File: src/rtl/dice_pkg.sv
// Shared widths, die limits and the die step function for the dice roller
// and the controller's tests.
package dice_pkg;

    localparam int DIE_W = 3;
    localparam int SUM_W = 4;

    localparam logic [DIE_W-1:0] DIE_MIN = 3'd1;
    localparam logic [DIE_W-1:0] DIE_MAX = 3'd6;

    function automatic logic [DIE_W-1:0] die_next(input logic [DIE_W-1:0] v);
        return (v == DIE_MAX) ? DIE_MIN : v + 1'b1;
    endfunction

endpackage

File: src/rtl/btn_debounce.sv
// Two-flop synchronizer plus disagreement counter that produces a clean
// button level. Reusable for any slow push-button.
module btn_debounce #(
    parameter int DEBOUNCE_CYCLES = 16
) (
    input  logic clk,
    input  logic reset,
    input  logic btn_raw,
    output logic rb
);

    localparam int CNT_W = (DEBOUNCE_CYCLES < 1) ? 1 : $clog2(DEBOUNCE_CYCLES + 1);
    localparam logic [CNT_W-1:0] CNT_LAST = CNT_W'(DEBOUNCE_CYCLES - 1);

    logic             sync1;
    logic             btn_s;
    logic [CNT_W-1:0] cnt;

    // The toggle fires on the edge where the count would reach DEBOUNCE_CYCLES,
    // giving 2 + DEBOUNCE_CYCLES edges from a clean btn_raw step to rb.
    always_ff @(posedge clk or posedge reset) begin
        if (reset) begin
            sync1 <= 1'b0;
            btn_s <= 1'b0;
            cnt   <= '0;
            rb    <= 1'b0;
        end else begin
            sync1 <= btn_raw;
            btn_s <= sync1;
            if (btn_s == rb) begin
                cnt <= '0;
            end else if (cnt == CNT_LAST) begin
                cnt <= '0;
                rb  <= ~rb;
            end else begin
                cnt <= cnt + 1'b1;
            end
        end
    end

endmodule

File: src/rtl/dice_roller.sv
// Debounced roll button, two free-spinning dice frozen when roll drops,
// their combinational sum and a saturating completed-roll counter.
module dice_roller
    import dice_pkg::*;
#(
    parameter int DEBOUNCE_CYCLES = 16,
    parameter int COUNT_W         = 8
) (
    input  logic               clk,
    input  logic               reset,
    input  logic               btn_raw,
    input  logic               roll,
    output logic               rb,
    output logic [DIE_W-1:0]   die1,
    output logic [DIE_W-1:0]   die2,
    output logic [SUM_W-1:0]   sum,
    output logic               sum_valid,
    output logic [COUNT_W-1:0] roll_count
);

    localparam logic [COUNT_W-1:0] COUNT_MAX = '1;

    logic roll_d;
    logic roll_done;

    btn_debounce #(
        .DEBOUNCE_CYCLES(DEBOUNCE_CYCLES)
    ) u_btn_debounce (
        .clk    (clk),
        .reset  (reset),
        .btn_raw(btn_raw),
        .rb     (rb)
    );

    assign roll_done = ~roll & roll_d;

    // die2 advances only when die1 wraps, so the pair walks all 36 outcomes.
    always_ff @(posedge clk or posedge reset) begin
        if (reset) begin
            die1 <= DIE_MIN;
            die2 <= DIE_MIN;
        end else if (roll) begin
            die1 <= die_next(die1);
            if (die1 == DIE_MAX) begin
                die2 <= die_next(die2);
            end
        end
    end

    always_ff @(posedge clk or posedge reset) begin
        if (reset) begin
            roll_d     <= 1'b0;
            sum_valid  <= 1'b0;
            roll_count <= '0;
        end else begin
            roll_d <= roll;
            if (roll) begin
                sum_valid <= 1'b0;
            end else if (roll_done) begin
                sum_valid <= 1'b1;
                if (roll_count != COUNT_MAX) begin
                    roll_count <= roll_count + 1'b1;
                end
            end
        end
    end

    // Purely combinational so the controller can use sum in the cycle roll drops.
    assign sum = {1'b0, die1} + {1'b0, die2};

    die_range_a : assert property (@(posedge clk) disable iff (reset)
        (die1 >= DIE_MIN) && (die1 <= DIE_MAX) && (die2 >= DIE_MIN) && (die2 <= DIE_MAX));

endmodule
File: config.mk
export PLATFORM = sky130hd
export DESIGN_NAME = dice_roller
export DESIGN_NICKNAME = d
export VERILOG_FILES = /design/src/rtl/dice_pkg.sv /design/src/rtl/btn_debounce.sv /design/src/rtl/dice_roller.sv
export SDC_FILE = /design/constraint.sdc
export NUM_CORES = 1
export LEC_CHECK = 0
export ABC_AREA = 1
export BUFFER_PORTS_ARGS = -buffer_cell sky130_fd_sc_hd__buf_2
export CORE_AREA = 2 2 60 45
export DETAILED_ROUTE_END_ITERATION = 8
export DIE_AREA = 0 0 62 47
export PLACE_DENSITY = 0.86
export SYNTH_ARGS = -nofsm -noshare
export SYNTH_HDL_FRONTEND = slang
export SYNTH_SLANG_ARGS = --single-unit
File: constraint.sdc
create_clock -name clk -period 1.4 [get_ports clk]
set_clock_uncertainty 0.05 [all_clocks]
set_input_delay 0.07 -clock clk [delete_from_list [all_inputs] [get_ports clk]]
set_output_delay 0.07 -clock clk [all_outputs]
set_load 0.02 [all_outputs]
-- Yosys cells after proc, flatten, opt, wreduce, memory -nomap -nowiden
Index checks and enable logic that the tools add are counted.
- register bits after elaboration: 24
- input bits: 4
- output and inout bits: 20
- $add $sub $neg: 5
- equal/unequal tests: 5
- multiplexer cells: 6
- bitwise operators: 4
- reduce and logical (&&, ||, !) cells: 4
- operators by type and width (operator ; count):
    $mux W5 ; 2
    $add A8 B1 Y8 const B ; 1
    $ne A8 B8 Y1 const B ; 1
    $add A3 B1 Y3 const B ; 2
    $eq A3 B3 Y1 const B ; 2
    $mux W3 ; 2
    $add A5 B1 Y5 const B ; 1
    $eq A5 B4 Y1 const B ; 1
    $add A3 B3 Y4 ; 1
    $reduce_and A2 Y1 ; 2
    $not A1 Y1 ; 3
    $reduce_and A3 Y1 ; 1
    $mux W1 ; 2
    $reduce_bool A2 Y1 ; 1
    $and A1 B1 Y1 ; 1
    $eq A1 B1 Y1 ; 1

-- Logic depth before layout (Yosys ltp)
- word-level depth: 4
- depth in mapped cells: 8
- mapped depth without buffers: 8

-- Cells and area by module
Synthesis repeated with hierarchy kept, for this count alone.
- cell total of the unflattened synthesis: 147
- area, all modules: 1257.5 um^2
- by module, submodules not included (module ; times used ; cells each ; area an instance (um^2) ; seq. area each (um^2)):
    dice_roller ; 1 ; 110 ; 927.1 ; 402.9
    btn_debounce ; 1 ; 37 ; 330.3 ; 200.2

-- Worst setup path before layout
Ideal clock, no wire load.
- path type: register to output
- start point: register die1[0]
- end point: output port sum[2]
- arrival time: 1.397 ns
- data required time: 1.280 ns
- path slack: -0.117 ns
- stages on the path, launching flop included: 4
- path buffers: 0
- cells stage by stage: dfstp_2 ha_1 fa_1 xor2_1
- word-level cells in the longest chain between the ends: 1
- RTL lines (element ; line ; RTL):
    from (decl) ; dice_roller.sv:14 ; output logic [DIE_W-1:0] die1,
    from (signal assigned) ; dice_roller.sv:43 ; die1 <= die_next(die1);
    $add A3 B3 Y4 ; dice_roller.sv:69 ; assign sum = {1'b0, die1} + {1'b0, die2};
    to (decl) ; dice_roller.sv:16 ; output logic [SUM_W-1:0] sum,
Every way passes these cells.

-- Final worst setup path
- start point: register die2[0]
- end point: output port sum[1]
- word-level cells in the longest chain between the ends: 1
- RTL lines (element ; line ; RTL):
    from (decl) ; dice_roller.sv:15 ; output logic [DIE_W-1:0] die2,
    from (signal assigned) ; dice_roller.sv:45 ; die2 <= die_next(die2);
    $add A3 B3 Y4 ; dice_roller.sv:69 ;
Every way passes these cells.

==> metrics <==
status=finished, violations left; failing checks=negative setup slack; max cap viols=0; Final Hold Fails=0; Placer Congestion=0.812; Overall Global Routing Usage=20.1%; initial antenna violation count=0; Hold Path Class=primary input to asynchronous set/reset pin; antenna viol nets, final=0; synthesized area=roughly 0.0012 sq mm; min Tclk post-route=1.75 ns; Critical Path End Type=output port; Tcrit/Tclk final=125%; Starting Density=50.9%; Slew Limit Fails=0; total number of vias=~1k; Mapped Cells=~140; share of the synthesized area in the top cell type=46.1%; Slew headroom=79.8%; Post-synth ARST share=100%; share of post-route cells with drive strength above 1=33.0%; DP Worst Slack=-0.00487 ns; area leader, netlist=dfrtp_1; Port Buffers=23; worst path required time=approximately 1.3 ns; TritonCTS clock tree=yes; core area=between 0.002 and 0.0025 sq mm; full die area=approximately 0.0029 sq mm; Die Height=47 um; cell leakage power=0.799 nW; clk root buf=clkbuf_4; RSZ-0062 raised after global routing=yes; Die Wd=between 60 and 70 um; peak supply drop=around 0.0011 V; most frequent cell after synthesis=nand2_1; CP cell instances=ha_4, fa_2, buf_6; H-Tree Depth=1; maximum root-to-sink buffer count=2; nets=187; PD cells=roughly 2200 mW/mm^2; row cnt=15; fmax=between 0.5 and 0.6 GHz; syn_nets=between 100 and 150; CTS sink cnt=24; Skew-Pair Late Insertion Delay=about 0.32 ns; HPWL Detailed=about 1800 um; first-pass GRT wire length=4080 um; EDFF count, synth=0; Worst-Margin Slew=roughly 0.30 ns; vias in the first global route=about 900; Netlist cell types=24; top post-synthesis cells by count=42 x nand2_1, 22 x dfrtp_1, 16 x inv_1; routed wire length=~2800 um; Final Core Density=between 60% and 70%; Startpoint Class=flop; drt drc=0; final setup fails=3; TritonRoute pass-1 iters=4; Area Growth Syn to Fin=35.3%; top post-synthesis cells by area=dfrtp_1 46%, nand2_1 13%, ha_1 5.2%; setup ws final=-0.354 ns; CTS Buf Count=3; CTS clock-pin slew for the worst setup and hold paths=approximately 0.13 ns; crit-path max FO=2; total grt overflow=0; Post-Syn Area per Cell=approximately 8.9 sq um; prevailing post-synth register cell=dfrtp_1; Avg WL per Cell=about 13 um; Initial DRC Count=60; Critical Path AT=1.63 ns; critical path's slowest cell=dfstp_2; Synthesis Warnings=0; Yosys reg bits=24; via-per-instance ratio=4.89; largest net degree at the start of global routing=25; # diodes=0; CP peak stage delay=just under 0.6 ns; critical path class=flop to output port; sequential share of the synthesized area=50.5%; io pins=24
-- power breakdown --
| group | switching, mW | leakage (nW) | internal, mW |
|---|---|---|---|
| Sequential | 0.201 | 0.300 | 0.866 |
| Combinational | 1.10 | 0.478 | 1.00 |
| Clock | 0.204 | 0.0210 | 0.159 |
| Total | 1.50 | 0.799 | 2.03 |
-- flip-flops by register name, indices dropped and copies added (netlist names) --
register,cells
die1,3
die2,3
roll_count,8
roll_d,1
sum_valid,1
u_btn_debounce.btn_s,1
u_btn_debounce.cnt,5
u_btn_debounce.rb,1
u_btn_debounce.sync1,1
-- area by class of cell --
type	instances	area, sq um
Tap cell	34	42.5
Timing Repair Buffer	37	270
Multi-Input combinational cell	93	594
Fill cell	176	729
Clock buffer	4	36.3
Inverter	18	70.1
Sequential cell	24	603
-- cell usage in the layout, fill, tap and decap left out, types with 2 or more instances in the layout --
master	count
nand2_1	41
dfrtp_1	22
buf_2	18
inv_1	16
nor2_1	9
buf_6	8
buf_4	8
o21ai_0	6
nand3_1	5
xor2_1	4
nand3_2	3
xnor2_1	3
ha_4	3
clkbuf_4	3
dlygate4sd3_1	3
nor2_4	2
nor2_2	2
nand2_2	2
a21oi_1	2
dfstp_2	2
-- metal layers --
| layer | vias up | track usage, % | wire length, um |
|---|---|---|---|
| met4 | 0 | 8.94 | 57 |
| met1 | 494 | 25.6 | 1170 |
| met3 | 7 | 4.68 | 96 |
| li1 | 499 | - | - |
| met5 | - | 0 | 0 |
| met2 | 27 | 33.1 | 1490 |
-- cell families after synthesis --
| kind of cell | count (synthesis) | share of synthesized area (%) |
|---|---|---|
| XOR/XNOR | 8 | 5.86 |
| AND/OR/NAND/NOR | 69 | 26.7 |
| AO/OA/AOI/OAI | 10 | 4.19 |
| adder cells (fa/ha/maj) | 6 | 6.91 |
| flip-flops | 24 | 50.5 |
| buffers and inverters | 18 | 5.86 |
-- worst max-delay path: cells and delay by family (launching register included) --
| kind | cells | cell delay [ns] |
|---|---|---|
| flip-flops | 1 | 0.58 |
| buffers and inverters | 1 | 0.15 |
| adder cells (fa/ha/maj) | 2 | 0.59 |
-- through the flow --
stage / hold WS [ns] / cell area [sq um] / instances / power, mW / setup TNS, ns
2_1_floorplan: 0.0331 / 1230 / 135 / 2.11 / -0.000740
3_3_place_gp: 0.0731 / 1430 / 198 / 2.48 / 0
3_5_place_dp: 0.0804 / 1430 / 198 / 2.60 / -0.00935
4_1_cts: 0.264 / 1560 / 207 / 3.29 / -0.835
5_1_grt: 0.310 / 1620 / 210 / 3.71 / -0.969
6_report: 0.274 / 1620 / 210 / 3.53 / -0.807
-- final timing paths --
check	start	end	slack, ns	cells after the start
worst max register to register	roll_count[1]$_DFFE_PP0P_	roll_count[4]$_DFFE_PP0P_	0.10	8
worst max-delay path	die2[0]$_DFFE_PP1P_	sum[1]	-0.35	3
min in group clk	u_btn_debounce.sync1$_DFF_PP0_	u_btn_debounce.btn_s$_DFF_PP0_	0.32	0
max in group asynchronous	reset	die2[0]$_DFFE_PP1P_	0.73	4
worst min-delay path	reset	die2[2]$_DFFE_PP0P_	0.27	4
worst min register to register	u_btn_debounce.sync1$_DFF_PP0_	u_btn_debounce.btn_s$_DFF_PP0_	0.32	0
-- what timing repair did --
item                       CTS  global route
buffers inserted             2             4
setup endpoints to repair    3            12
hold endpoints to repair    28             0
resized for setup           12             8
hold buffers                 3             0
pin swaps                    1             2
Power figures use the tool's default switching activity.
